<file path="src/rtl/proc_pkg.sv">
// Shared fetch-stage definitions: default widths, reset PC, fetch entry layout.
package proc_pkg;

   localparam int                    PROC_WIDTH    = 32;
   localparam logic [PROC_WIDTH-1:0] PROC_RESET_PC = 32'h0000_0000;
   localparam logic [PROC_WIDTH-1:0] PC_INC        = 32'd4;

   // One buffered instruction together with the PC it was fetched from.
   typedef struct packed {
      logic [PROC_WIDTH-1:0] instr;
      logic [PROC_WIDTH-1:0] pc;
   } fetch_entry_t;

endpackage

</file>
<file path="src/rtl/fetch_prefetch_buffer_chk.sv">
// Protocol and credit invariants of the fetch prefetch buffer.
module fetch_prefetch_buffer_chk #(
   parameter int DEPTH = 4,
   parameter int CW    = 3
) (
   input logic          clock,
   input logic          reset,
   input logic          rsp_valid,
   input logic          push,
   input logic          full,
   input logic [CW-1:0] inflight,
   input logic [CW-1:0] discard,
   input logic [CW-1:0] fifo_count
);

   a_no_orphan_rsp: assert property (@(posedge clock) disable iff (reset)
      rsp_valid |-> (inflight != {CW{1'b0}}))
      else $error("response arrived with no request in flight");

   a_credit: assert property (@(posedge clock) disable iff (reset)
      ({1'b0, fifo_count} + {1'b0, inflight}) <= (CW+1)'(DEPTH))
      else $error("fifo_count + inflight exceeds DEPTH");

   a_discard_le_inflight: assert property (@(posedge clock) disable iff (reset)
      discard <= inflight)
      else $error("discard exceeds inflight");

   a_no_push_full: assert property (@(posedge clock) disable iff (reset)
      !(push && full))
      else $error("push into full fifo");

endmodule

</file>
<file path="src/rtl/sync_fifo.sv">
// Small in-order FIFO with flush; storage is not reset, validity comes from count.
module sync_fifo #(
   parameter int  DEPTH = 4,
   parameter type T     = logic [7:0]
) (
   input  logic                   clock,
   input  logic                   reset,
   input  logic                   push,
   input  T                       push_data,
   input  logic                   pop,
   input  logic                   flush,
   output T                       head,
   output logic [$clog2(DEPTH):0] count,
   output logic                   full,
   output logic                   empty
);

   localparam int AW = $clog2(DEPTH);

   T              mem_q [DEPTH];
   logic [AW-1:0] wr_ptr_q;
   logic [AW-1:0] rd_ptr_q;
   logic [AW:0]   count_q;
   logic          do_push_s;
   logic          do_pop_s;

   assign full      = (count_q == (AW+1)'(DEPTH));
   assign empty     = (count_q == {(AW+1){1'b0}});
   assign do_push_s = push & ~full & ~flush;
   assign do_pop_s  = pop & ~empty & ~flush;
   assign head      = mem_q[rd_ptr_q];
   assign count     = count_q;

   // Pointer and occupancy bookkeeping; flush wins over push and pop.
   always_ff @(posedge clock) begin
      if (reset || flush) begin
         wr_ptr_q <= {AW{1'b0}};
         rd_ptr_q <= {AW{1'b0}};
         count_q  <= {(AW+1){1'b0}};
      end else begin
         if (do_push_s) begin
            wr_ptr_q <= wr_ptr_q + AW'(1);
         end
         if (do_pop_s) begin
            rd_ptr_q <= rd_ptr_q + AW'(1);
         end
         case ({do_push_s, do_pop_s})
            2'b10:   count_q <= count_q + (AW+1)'(1);
            2'b01:   count_q <= count_q - (AW+1)'(1);
            default: count_q <= count_q;
         endcase
      end
   end

   // Entry storage write port.
   always_ff @(posedge clock) begin
      if (do_push_s) begin
         mem_q[wr_ptr_q] <= push_data;
      end
   end

endmodule

</file>
<file path="src/rtl/fetch_prefetch_buffer.sv">
// Fetch stage: PC sequencer, request credit tracking, response tagging,
// in-order instruction buffer and redirect flush.
module fetch_prefetch_buffer
   import proc_pkg::*;
#(
   parameter int               WIDTH    = PROC_WIDTH,
   parameter int               DEPTH    = 4,
   parameter logic [WIDTH-1:0] RESET_PC = PROC_RESET_PC
) (
   input  logic             clock,
   input  logic             reset,
   output logic             imem_req_valid,
   input  logic             imem_req_ready,
   output logic [WIDTH-1:0] imem_addr,
   input  logic             imem_rsp_valid,
   input  logic [WIDTH-1:0] imem_rsp_data,
   output logic             out_valid,
   input  logic             out_ready,
   output logic [WIDTH-1:0] out_instr,
   output logic [WIDTH-1:0] out_pc,
   input  logic             redirect_valid,
   input  logic [WIDTH-1:0] redirect_pc
);

   localparam int               CW      = $clog2(DEPTH) + 1;
   localparam logic [CW:0]      CREDITS = (CW+1)'(DEPTH);
   localparam logic [WIDTH-1:0] PC_STEP = WIDTH'(PC_INC);

   logic [WIDTH-1:0] fetch_pc_q, fetch_pc_d;
   logic [WIDTH-1:0] tag_pc_q, tag_pc_d;
   logic [CW-1:0]    inflight_q, inflight_d;
   logic [CW-1:0]    discard_q, discard_d;
   logic [CW-1:0]    fifo_count_s;
   logic [CW:0]      used_s;
   logic [WIDTH-1:0] target_s;
   logic             req_fire_s;
   logic             rsp_take_s;
   logic             rsp_keep_s;
   logic             pop_s;
   logic             fifo_empty_s;
   logic             fifo_full_s;
   fetch_entry_t     push_entry_s;
   fetch_entry_t     head_s;

   // Slots already committed: buffered entries plus requests still out in memory.
   assign used_s         = {1'b0, fifo_count_s} + {1'b0, inflight_q};
   assign imem_req_valid = ~reset & ~redirect_valid & (used_s < CREDITS);
   assign imem_addr      = fetch_pc_q;
   assign req_fire_s     = imem_req_valid & imem_req_ready;

   // A response with nothing in flight is ignored entirely.
   assign rsp_take_s   = imem_rsp_valid & (inflight_q != {CW{1'b0}});
   assign rsp_keep_s   = rsp_take_s & (discard_q == {CW{1'b0}}) & ~redirect_valid;
   assign push_entry_s = '{instr: imem_rsp_data, pc: tag_pc_q};

   assign out_valid = ~reset & ~fifo_empty_s;
   assign out_instr = out_valid ? head_s.instr : {WIDTH{1'b0}};
   assign out_pc    = out_valid ? head_s.pc : {WIDTH{1'b0}};
   assign pop_s     = out_valid & out_ready & ~redirect_valid;

   // Misaligned redirect targets are forced onto a word boundary.
   assign target_s = redirect_pc & {{(WIDTH-2){1'b1}}, 2'b00};

   sync_fifo #(
      .DEPTH (DEPTH),
      .T     (fetch_entry_t)
   ) u_fifo (
      .clock     (clock),
      .reset     (reset),
      .push      (rsp_keep_s),
      .push_data (push_entry_s),
      .pop       (pop_s),
      .flush     (redirect_valid),
      .head      (head_s),
      .count     (fifo_count_s),
      .full      (fifo_full_s),
      .empty     (fifo_empty_s)
   );

   // Next-state for PC counters and credit/discard counters; redirect dominates.
   always_comb begin
      fetch_pc_d = fetch_pc_q;
      tag_pc_d   = tag_pc_q;
      inflight_d = inflight_q + CW'(req_fire_s) - CW'(rsp_take_s);
      discard_d  = discard_q;
      if (redirect_valid) begin
         fetch_pc_d = target_s;
         tag_pc_d   = target_s;
         discard_d  = inflight_q - CW'(rsp_take_s);
      end else begin
         if (req_fire_s) begin
            fetch_pc_d = fetch_pc_q + PC_STEP;
         end else begin
            fetch_pc_d = fetch_pc_q;
         end
         if (rsp_keep_s) begin
            tag_pc_d = tag_pc_q + PC_STEP;
         end else begin
            tag_pc_d = tag_pc_q;
         end
         if (rsp_take_s && (discard_q != {CW{1'b0}})) begin
            discard_d = discard_q - CW'(1);
         end else begin
            discard_d = discard_q;
         end
      end
   end

   // State registers with synchronous reset.
   always_ff @(posedge clock) begin
      if (reset) begin
         fetch_pc_q <= RESET_PC;
         tag_pc_q   <= RESET_PC;
         inflight_q <= {CW{1'b0}};
         discard_q  <= {CW{1'b0}};
      end else begin
         fetch_pc_q <= fetch_pc_d;
         tag_pc_q   <= tag_pc_d;
         inflight_q <= inflight_d;
         discard_q  <= discard_d;
      end
   end

   fetch_prefetch_buffer_chk #(
      .DEPTH (DEPTH),
      .CW    (CW)
   ) u_chk (
      .clock      (clock),
      .reset      (reset),
      .rsp_valid  (imem_rsp_valid),
      .push       (rsp_keep_s),
      .full       (fifo_full_s),
      .inflight   (inflight_q),
      .discard    (discard_q),
      .fifo_count (fifo_count_s)
   );

endmodule

</file>
<file path="config.mk">
export PLATFORM = sky130hd
export DESIGN_NAME = fetch_prefetch_buffer
export DESIGN_NICKNAME = d
export VERILOG_FILES = /design/src/rtl/proc_pkg.sv /design/src/rtl/fetch_prefetch_buffer_chk.sv /design/src/rtl/sync_fifo.sv /design/src/rtl/fetch_prefetch_buffer.sv
export SDC_FILE = /design/constraint.sdc
export NUM_CORES = 1
export LEC_CHECK = 0
export CAP_MARGIN = 25
export CORE_MARGIN = 2
export CORE_UTILIZATION = 35
export DETAILED_ROUTE_END_ITERATION = 8
export SLEW_MARGIN = 20
export SYNTH_ARGS = -nofsm -noshare
export SYNTH_HDL_FRONTEND = slang
export SYNTH_SLANG_ARGS = --single-unit
export TNS_END_PERCENT = 1
</file>
<file path="constraint.sdc">
create_clock -name clock -period 3.6 [get_ports clock]
set_input_delay 0.72 -clock clock [delete_from_list [all_inputs] [get_ports clock]]
set_output_delay 0.72 -clock clock [all_outputs]
set_load 0.02 [all_outputs]
</file>
==> results of run 1 <==
## sequential cells by signal (all words and copies together), names as in the netlist, named ones only
signal           cells
u_fifo.rd_ptr_q      2
discard_q            3
imem_addr           30
tag_pc_q            30
u_fifo.mem_q       248
u_fifo.count         3
u_fifo.wr_ptr_q      2
inflight_q           3
## where the power goes
part / switching, mW / internal (mW)
clock network: 1.49 / 2.32
logic: 0.453 / 0.411
registers: 0.146 / 4.20
## layer usage
metal,global-route usage (%),wire (um),vias up
met1,22.5,14800,4253
met3,2.90,1810,44
met4,4.15,616,0
met5,0,0,-
met2,23.1,13900,288
li1,-,-,3919
## worst min-delay path, cell delays in order (launching register included)
cell and delay (ns):
dfxtp_1 0.34, xnor2_1 0.09, nor2_1 0.07
## layout make-up
cell class                      count  area [um^2]  area share (%)
Clock buffer                       44         1010            5.83
Clock inverter                     24          241            1.39
Inverter                           29          109           0.625
Multi-Input combinational cell    524         4440            25.5
Sequential cell                   323         8950            51.4
Tap cell                          518          648            3.72
Timing Repair Buffer              195         2000            11.5
## metrics by stage
step / instances / power (mW) / util, % / hold slack, ns
2_1_floorplan: 927 / 4.90 / - / 0.481
4_1_cts: 1657 / 9.14 / 45.0 / 0.541
3_3_place_gp: 1589 / 5.27 / 41.8 / 0.514
6_report: 1657 / 9.02 / 45.0 / 0.537
3_5_place_dp: 1589 / 5.29 / 41.8 / 0.526
5_1_grt: 1657 / 9.39 / 45.0 / 0.564
## final timing paths
kind / start / endpoint / slack (ns) / cells after the start
hold / removal: u_fifo.rd_ptr_q[0] / flop / 0.54 / 2
hold reg to reg: u_fifo.rd_ptr_q[0] / flop / 0.54 / 2
setup reg to reg: inflight_q[1] / inflight_q[2] / 0.94 / 12
setup / recovery: inflight_q[1] / imem_req_valid / 0.21 / 5
## cells in the final DEF (no fill, tap or decap), types with 18 or more instances in the layout
| cell type | n |
|---|---|
| edfxtp_1 | 248 |
| clkdlybuf4s50_1 | 160 |
| dfxtp_1 | 73 |
| and2_1 | 66 |
| mux4_2 | 62 |
| nor2_1 | 52 |
| nand2_1 | 44 |
| clkbuf_16 | 39 |
| a21oi_1 | 35 |
| inv_1 | 27 |
| xnor2_1 | 27 |
| nand4_1 | 23 |
| buf_4 | 23 |
| nand3_1 | 22 |
| o21ai_0 | 18 |
## logic make-up (layout without fill, tap and decap cells)
logic type               count (synthesis)  count (layout)  synth area share (%)
AND/OR/NAND/NOR                        279             279                  11.6
other                                    1               4                0.0274
buffers and inverters                   80             292                  2.48
flip-flops                             323             323                  65.3
multiplexers                            70              70                  10.8
adder cells (fa/ha/maj)                 17              17                  1.66
XOR/XNOR                                40              40                  2.56
AO/OA/AOI/OAI                          114             114                  5.52
==> impl_metrics.py, run 1 <==
metrics = {
    "placement": {
        "gp_congestion": 0.824,
        "dpl.hpwl_um": 20300,
        "place_area_um2": 16100,
        "portBuffers": 161,
        "dp_slack_ns": 0.273,
    },
    "timing": {
        "timing.final.crit_share_pct": 94.1,
        "fin_crit_ns": 3.39,
        "setup_slack_ns": 0.212,
        "fin_setup_tns_ns": 0,
        "slew_violations": 0,
        "tightest_slew_ns": 0.964,
        "hold_violations": 0,
        "fmax_ghz": 0.295,
        "rsz0062_at_grt": "no",
        "slew_headroom_pct": 35.5,
        "finalSetupViolCount": 0,
        "clock_skew_ns": 0.0202,
    },
    "floorplanning": {
        "die_y_um": 202,
        "coreArea_um2": 38600,
        "ios": 168,
        "fp.dieW_um": 202,
        "die_area_um2": 40700,
        "rows": 72,
        "start_util_pct": 35.5,
    },
    "routing": {
        "ant_nets": 0,
        "vias": 8504,
        "post-route-drc-count": 0,
        "drtIter0Drc": 449,
        "first_pass_iters": 5,
        "vias_per_cell": 5.13,
        "drt-total-wl_um": 31200,
        "wire_per_inst_um": 18.8,
    },
    "worst_setup_path": {
        "critPathMaxFanout": 6,
        "cp_slowest_cell": "clkdlybuf4s50_1",
        "arrival_ns": 2.67,
        "cp_top_family": "buffers and inverters",
        "crit_path_end_kind": "output port",
        "max_stage_delay_ns": 0.59,
        "path_cells": "ha_1 > a311oi_4 > nor4b_1 > buf_4 > clkdlybuf4s50_1",
        "critPathKind": "reg -> out",
        "crit_required_ns": 2.88,
        "crit_buf_inv": 2,
        "crit_path_start_kind": "flop",
    },
    "cells_and_area": {
        "num_antenna_cells": 0,
        "drive_above_1_share_pct": 15.7,
        "fillers": 3415,
        "area_growth_pct": 27.0,
        "nets": 1198,
        "final_area_um2": 17400,
    },
    "yosys": {
        "synth_top_area_share_pct": 54.4,
        "synthCells": 924,
        "synth_cell_types": 61,
        "synth-edff-count": 248,
        "yosys_warnings": 0,
        "yosysSeqAreaShare_pct": 65.3,
        "synthTopCellsByArea": "edfxtp_1 (54%), dfxtp_1 (11%), mux4_2 (10%), and2_1 (3.0%), xnor2_1 (1.7%)",
        "synth_flop_cell": "edfxtp_1",
        "syn_avg_cell_area_um2": 14.8,
        "yosysTopAreaCell": "edfxtp_1",
        "ys_seq_elements": 323,
        "synth_most_common_cell": "edfxtp_1",
        "synth.top_cells.by_count": "edfxtp_1 (248), dfxtp_1 (75), and2_1 (66), mux4_2 (62), nor2_1 (53)",
        "ys_async_sr_fraction_pct": 0,
        "syn_area_um2": 13700,
    },
    "global_route": {
        "grt_pass1_vias": 8514,
        "grt_max_degree": 64,
        "gr-total-overflow": 0,
        "grt_util_all_layers_pct": 15.3,
        "grt_antenna_before_repair": 0,
        "grt_pass1_wl_um": 48700,
    },
    "clocking": {
        "cts_hold_buf": 0,
        "post_cts_buffers": 0,
        "cts-root-buf": "clkbuf_16",
        "clk_latency_ns": 0.54,
        "tritoncts": "done",
        "cts_buffers": 38,
        "cts_resized": 0,
        "clkSinkCount": 323,
        "cts.clk_slew.worst_paths_ns": 0.06,
        "cts_htree_levels": 2,
        "clock_path_buffers": 3,
    },
    "worst_hold_path": {
        "hp-class": "reg -> reg",
    },
    "power_and_ir_drop": {
        "power.density_nw_per_um2": 518,
        "ir_drop_v": 0.000246,
        "leakage_nw": 5.71,
    },
    "status": {
        "outcome": "completed",
    },
    "flow_run": {
        "cap_violations": 0,
    },
}
(Power assumes the default switching activity.)
==> run 2: changes to the inputs <==
--- a/config.mk
+++ b/config.mk
@@ -5,11 +5,12 @@
 export SDC_FILE = /design/constraint.sdc
 export NUM_CORES = 1
 export LEC_CHECK = 0
+export ABC_CLOCK_PERIOD_IN_PS = 3600
 export CAP_MARGIN = 25
+export CORE_ASPECT_RATIO = 0.9
 export CORE_MARGIN = 2
 export CORE_UTILIZATION = 35
 export DETAILED_ROUTE_END_ITERATION = 8
-export SLEW_MARGIN = 20
 export SYNTH_ARGS = -nofsm -noshare
 export SYNTH_HDL_FRONTEND = slang
 export SYNTH_SLANG_ARGS = --single-unit
==> run 2 against run 1 <==
  * Via count shrank 1.6%
  * Critical endpoint unchanged
  * Cell area decreased by 1.1%
  * Register-to-register slack is essentially flat
  * Combinational power shrank 2%
  * Clock power shrank 6.8%
  * Utilization down 0.27 points
  * Sequential share of layout area increased by 0.57 points
  * Total power decreased by 3.1%
  * Die area about the same
==> impl_metrics.py, run 2 (synthesis results as in run 1) <==
metrics = {
    "global_route": {
        "use_met2_pct": 23.7,
        "met3_usage_pct": 3.43,
        "grt_max_degree": 66,
        "grt_busiest_layer": "met2",
        "grt_antenna_before_repair": 2,
        "grt_util_all_layers_pct": 15.6,
        "grt_pass1_vias": 8491,
        "gr-total-overflow": 0,
        "grt_use_met1_pct": 22.8,
        "grt_pass1_wl_um": 48700,
    },
    "worst_setup_path": {
        "max_stage_delay_ns": 0.68,
        "path_cells": "ha_1 > a311oi_4 > nor4b_1 > clkdlybuf4s50_1",
        "arrival_ns": 2.64,
        "crit_required_ns": 2.88,
        "critPathKind": "reg -> out",
        "cp.depth": 4,
        "crit_path_start_kind": "flop",
        "cp_top_family": "buffers and inverters",
        "crit_buf_inv": 1,
        "critPathMaxFanout": 6,
        "cp_slowest_cell": "clkdlybuf4s50_1",
        "r2r_cells": 12,
        "crit_path_end_kind": "output port",
    },
    "clocking": {
        "clk_latency_ns": 0.52,
        "cts_buffers": 35,
        "clkSinkCount": 323,
        "cts-root-buf": "clkbuf_16",
        "cts_resized": 0,
        "clock_path_buffers": 3,
        "tritoncts": "done",
        "cts_hold_buf": 0,
        "cts_htree_levels": 2,
        "post_cts_buffers": 0,
        "cts.clk_slew.worst_paths_ns": 0.06,
    },
    "cells_and_area": {
        "layout_commonest_cell": "edfxtp_1",
        "top_register": "u_fifo.mem_q",
        "final_area_um2": 17200,
        "drive_above_1_share_pct": 14.6,
        "num_antenna_cells": 0,
        "final_cell_mix": "edfxtp_1 (248), clkdlybuf4s50_1 (160), dfxtp_1 (73)",
        "nets": 1186,
        "area_growth_pct": 25.6,
        "largest_reg_flops": 248,
    },
    "timing": {
        "clock_skew_ns": 0.0151,
        "slew_violations": 0,
        "finalSetupViolCount": 0,
        "hold_violations": 0,
        "fmax_ghz": 0.298,
        "timing.final.crit_share_pct": 93.2,
        "fin_setup_tns_ns": 0,
        "tightest_slew_ns": 0.822,
        "setup_slack_ns": 0.245,
        "slew_headroom_pct": 44.7,
        "fin_crit_ns": 3.36,
        "rsz0062_at_grt": "no",
    },
    "power_and_ir_drop": {
        "p_seq_share_pct": 49.7,
        "swShare_pct": 23.3,
        "switchingPower_mw": 2.03,
        "ir_drop_v": 0.000292,
        "power.density_nw_per_um2": 508,
        "power_frac_clock_pct": 40.6,
        "leakage_nw": 5.61,
        "p_comb_share_pct": 9.7,
        "p_int_mw": 6.71,
    },
    "routing": {
        "vias": 8365,
        "first_pass_iters": 5,
        "post-route-drc-count": 0,
        "ant_nets": 0,
        "drtIter0Drc": 657,
        "drt-total-wl_um": 31400,
        "wire_per_inst_um": 19.0,
        "vias_per_cell": 5.07,
    },
    "flow_run": {
        "cap_violations": 0,
    },
    "placement": {
        "portBuffers": 161,
        "gp_congestion": 0.835,
        "dpl.hpwl_um": 20500,
        "dp_slack_ns": 0.342,
        "place_area_um2": 16100,
    },
    "floorplanning": {
        "die_y_um": 192,
        "rows": 68,
        "die_area_um2": 40700,
        "start_util_pct": 35.6,
        "fp.dieW_um": 213,
        "ios": 168,
        "coreArea_um2": 38500,
    },
    "status": {
        "outcome": "completed",
    },
    "worst_hold_path": {
        "hp-class": "reg -> reg",
        "hold_path_depth": 0,
    },
}
## run 2: changes by cell type in the layout (fill, tap and decap cells not counted), moves of 2 or more
cell	delta
clkinv_4	+2
inv_6	-2
clkbuf_1	+2
buf_4	-8
clkbuf_16	-4
## run 2: per-stage QoR
stage,cells,hold WS (ns),power (mW),util [%]
2_1_floorplan,927,0.481,4.90,-
3_3_place_gp,1587,0.507,5.26,41.8
3_5_place_dp,1587,0.529,5.28,41.8
4_1_cts,1650,0.531,8.85,44.8
5_1_grt,1650,0.556,9.10,44.8
6_report,1650,0.542,8.74,44.8
## run 2: worst paths after layout
| path | start | to | slack, ns |
|---|---|---|---|
| min | tag_pc_q[31] | u_fifo.mem_q[1][31] | 0.54 |
| max reg2reg | inflight_q[1] | inflight_q[2] | 0.93 |
| min reg2reg | tag_pc_q[31] | u_fifo.mem_q[1][31] | 0.54 |
| max | inflight_q[1] | imem_req_valid | 0.24 |
## run 2: power by group through the flow
stage	logic [mW]	clock network [mW]	registers, mW
2_1_floorplan	0.497	0	4.41
3_3_place_gp	0.849	0	4.41
3_5_place_dp	0.860	0	4.42
4_1_cts	0.864	3.64	4.34
5_1_grt	0.944	3.79	4.37
6_report	0.849	3.55	4.35
## run 2: metal layers
layer | vias up | wire (um) | part of all wire, %
li1 | 3896 | - | -
met1 | 4149 | 14800 | 47
met2 | 274 | 13700 | 44
met3 | 44 | 2370 | 7.5
met4 | 2 | 498 | 1.6
met5 | - | 7 | 0.022
## run 2: cell type report
class                   instances  area [um^2]
clock buffers                  41          908
clock inverters                22          229
fillers                      3469        21200
inverters                      29          109
multi-input cells             524         4440
flip-flops and latches        323         8950
well taps                     525          657
repair buffers                186         1920
## run 2: worst reg2reg max path: cells and delay by family, from the launching register on
family	cells	cell delay, ns
buf+inv	4	0.35
simple gates	2	0.20
fa+ha+maj	4	1.07
xor+xnor	1	0.16
compound gates	1	0.31
flops	1	0.46
==> run 3: changes to the inputs <==
--- a/config.mk
+++ b/config.mk
@@ -5,10 +5,9 @@
 export SDC_FILE = /design/constraint.sdc
 export NUM_CORES = 1
 export LEC_CHECK = 0
-export ABC_CLOCK_PERIOD_IN_PS = 3600
+export ABC_CLOCK_PERIOD_IN_PS = 2700
 export CAP_MARGIN = 25
 export CORE_ASPECT_RATIO = 0.9
-export CORE_MARGIN = 2
 export CORE_UTILIZATION = 35
 export DETAILED_ROUTE_END_ITERATION = 8
 export SYNTH_ARGS = -nofsm -noshare
==> constraint.sdc (replaced) <==
create_clock -name clock -period 2.7 [get_ports clock]
set_input_delay 0.54 -clock clock [delete_from_list [all_inputs] [get_ports clock]]
set_output_delay 0.54 -clock clock [all_outputs]
set_load 0.02 [all_outputs]
==> run 3 against run 2 <==
  * Clock power increased by 39%
  * Die area decreased by 2.0%
  * Non-clock buffer count increased by 18
  * Clock-buffer cell count increased by 2
  * Clock skew increased by 0.0036 ns
  * Cell count increased by 1.2%
  * Largest cell class unchanged
  * Highest routed layer is now met4
  * Sequential power increased by 33%
  * Sequential cell count unchanged
==> impl_metrics.py, run 3 (synthesis results as in run 1) <==
metrics = {
    "status": {
        "outcome": "completed",
    },
    "worst_setup_path": {
        "critPathMaxFanout": 16,
        "crit_required_ns": 2.16,
        "crit_buf_inv": 2,
        "r2r_end": "inflight_q[2]",
        "r2r_cells": 12,
        "cp_top_family": "multiplexers",
        "crit_path_end_kind": "output port",
        "r2r_slack_ns": 0.18,
        "reg2reg_from": "u_fifo.count[1]",
        "crit_path_start_kind": "flop",
        "max_stage_delay_ns": 0.51,
        "cp_slowest_cell": "mux4_2",
        "path_cells": "buf_16 > mux4_2 > and2_1 > clkdlybuf4s15_2",
        "critPathKind": "reg -> out",
        "arrival_ns": 2.16,
    },
    "routing": {
        "first_pass_iters": 5,
        "drt-total-wl_um": 31100,
        "post-route-drc-count": 0,
        "dr_wl_met3_um": 2280,
        "routed.top_layer": "met4",
        "ant_nets": 0,
        "vias_per_cell": 5.04,
        "vias": 8409,
        "drtIter0Drc": 481,
        "wl_met2_um": 13800,
        "wire_per_inst_um": 18.6,
        "drt-met1-wl_um": 14600,
    },
    "timing": {
        "finalSetupViolCount": 0,
        "hold_violations": 0,
        "tightest_slew_ns": 0.665,
        "fin_hold_ws_ns": 0.527,
        "fin_crit_ns": 2.70,
        "setup_slack_ns": 0.00309,
        "slew_violations": 0,
        "slew_headroom_pct": 55.4,
        "fmax_ghz": 0.371,
        "clock_skew_ns": 0.0187,
        "fin_setup_tns_ns": 0,
        "timing.final.crit_share_pct": 99.9,
        "rsz0062_at_grt": "yes",
    },
    "cells_and_area": {
        "top_register": "u_fifo.mem_q",
        "nets": 1205,
        "layout_commonest_cell": "edfxtp_1",
        "final_cell_mix": "edfxtp_1 (248), clkdlybuf4s50_1 (96), dfxtp_1 (73)",
        "num_antenna_cells": 0,
        "area_growth_pct": 25.7,
        "largest_reg_flops": 248,
        "drive_above_1_share_pct": 21.7,
    },
    "clocking": {
        "cts_htree_levels": 2,
        "cts-root-buf": "clkbuf_16",
        "clk_latency_ns": 0.52,
        "post_cts_buffers": 0,
        "cts.clk_slew.worst_paths_ns": 0.06,
        "clkSinkCount": 323,
        "cts_buffers": 36,
        "cts_hold_buf": 0,
        "tritoncts": "done",
        "clock_path_buffers": 3,
    },
    "floorplanning": {
        "coreArea_um2": 38500,
        "ios": 168,
        "fp.dieW_um": 211,
        "rows": 68,
        "die_y_um": 190,
        "die_area_um2": 39900,
        "start_util_pct": 35.6,
    },
    "global_route": {
        "gr-total-overflow": 0,
        "grt_pass1_wl_um": 48900,
        "grt_pass1_vias": 8486,
        "grt_util_all_layers_pct": 15.8,
        "grt_antenna_before_repair": 0,
        "grt_max_degree": 64,
    },
    "placement": {
        "portBuffers": 161,
        "dp_slack_ns": -0.271,
        "gp_congestion": 0.812,
        "dpl.hpwl_um": 20000,
    },
    "flow_run": {
        "cap_violations": 0,
    },
    "worst_hold_path": {
        "hold_path_depth": 2,
        "min-delay-start": "u_fifo.rd_ptr_q[1]",
        "hp-class": "reg -> reg",
    },
    "power_and_ir_drop": {
        "p_int_mw": 9.17,
        "switchingPower_mw": 2.74,
        "p_seq_share_pct": 48.5,
        "ir_drop_v": 0.000414,
        "swShare_pct": 23.0,
        "power_frac_clock_pct": 41.4,
        "total_power_mw": 11.9,
        "p_comb_share_pct": 10.1,
        "leakage_nw": 5.84,
        "power.density_nw_per_um2": 691,
    },
}
## run 3: worst max path at each step
stage | startpoint | end | cells after the start
after floorplan | discard_q[0] | u_fifo.mem_q[1][10] | 6
after global placement | redirect_valid | u_fifo.count[2] | 9
after detailed placement | redirect_valid | u_fifo.count[2] | 9
after CTS | flop | out_pc[30] | 4
after global routing | flop | out_instr[30] | 4
final | flop | out_instr[30] | 4
## run 3: layer usage
metal / track usage [%] / up-vias
met5: 0 / -
met2: 24.1 / 300
met1: 23.0 / 4128
met3: 3.15 / 41
met4: 3.93 / 0
li1: - / 3940
## run 3: through the flow
stage / instances / area, um^2 / utilization [%]
floorplan: 927 / 13700 / -
global placement: 1604 / 16200 / 42.1
detailed placement: 1604 / 16200 / 42.1
CTS: 1670 / 17400 / 45.3
global route: 1670 / 17200 / 44.8
finish: 1670 / 17200 / 44.8
## run 3: layout make-up
cell class | instances | area, um^2
tap | 525 | 657
timing repair buffer | 204 | 1850
fill | 3472 | 21200
multi-input combinational | 524 | 4460
clock inverter | 22 | 244
sequential | 323 | 8950
inverter | 29 | 109
clock buffer | 43 | 948
## run 3: worst reg2reg max path, stage by stage, from the launching register on
cell      delay, ns
dfxtp_1        0.40
ha_1           0.29
a311oi_4       0.32
buf_4          0.16
and2_1         0.14
inv_2          0.04
ha_1           0.26
inv_1          0.06
ha_1           0.13
inv_1          0.04
fa_1           0.37
xnor2_1        0.16
nor2_1         0.05
## run 3: power groups by stage
stage | Clock, mW | Sequential, mW | Combinational (mW)
detailed placement | 0 | 5.87 | 1.21
global route | 5.26 | 5.80 | 1.33
finish | 4.93 | 5.77 | 1.21
global placement | 0 | 5.86 | 1.20
CTS | 5.06 | 5.77 | 1.21
floorplan | 0 | 5.87 | 0.663
## run 3: repair_timing
action                                 4_1_cts  5_1_grt
gates cloned                                 1        0
endpoints found under the hold margin        0        0
setup endpoints to repair                   64       59
pin swaps                                    0        1
resized for setup                          156       66
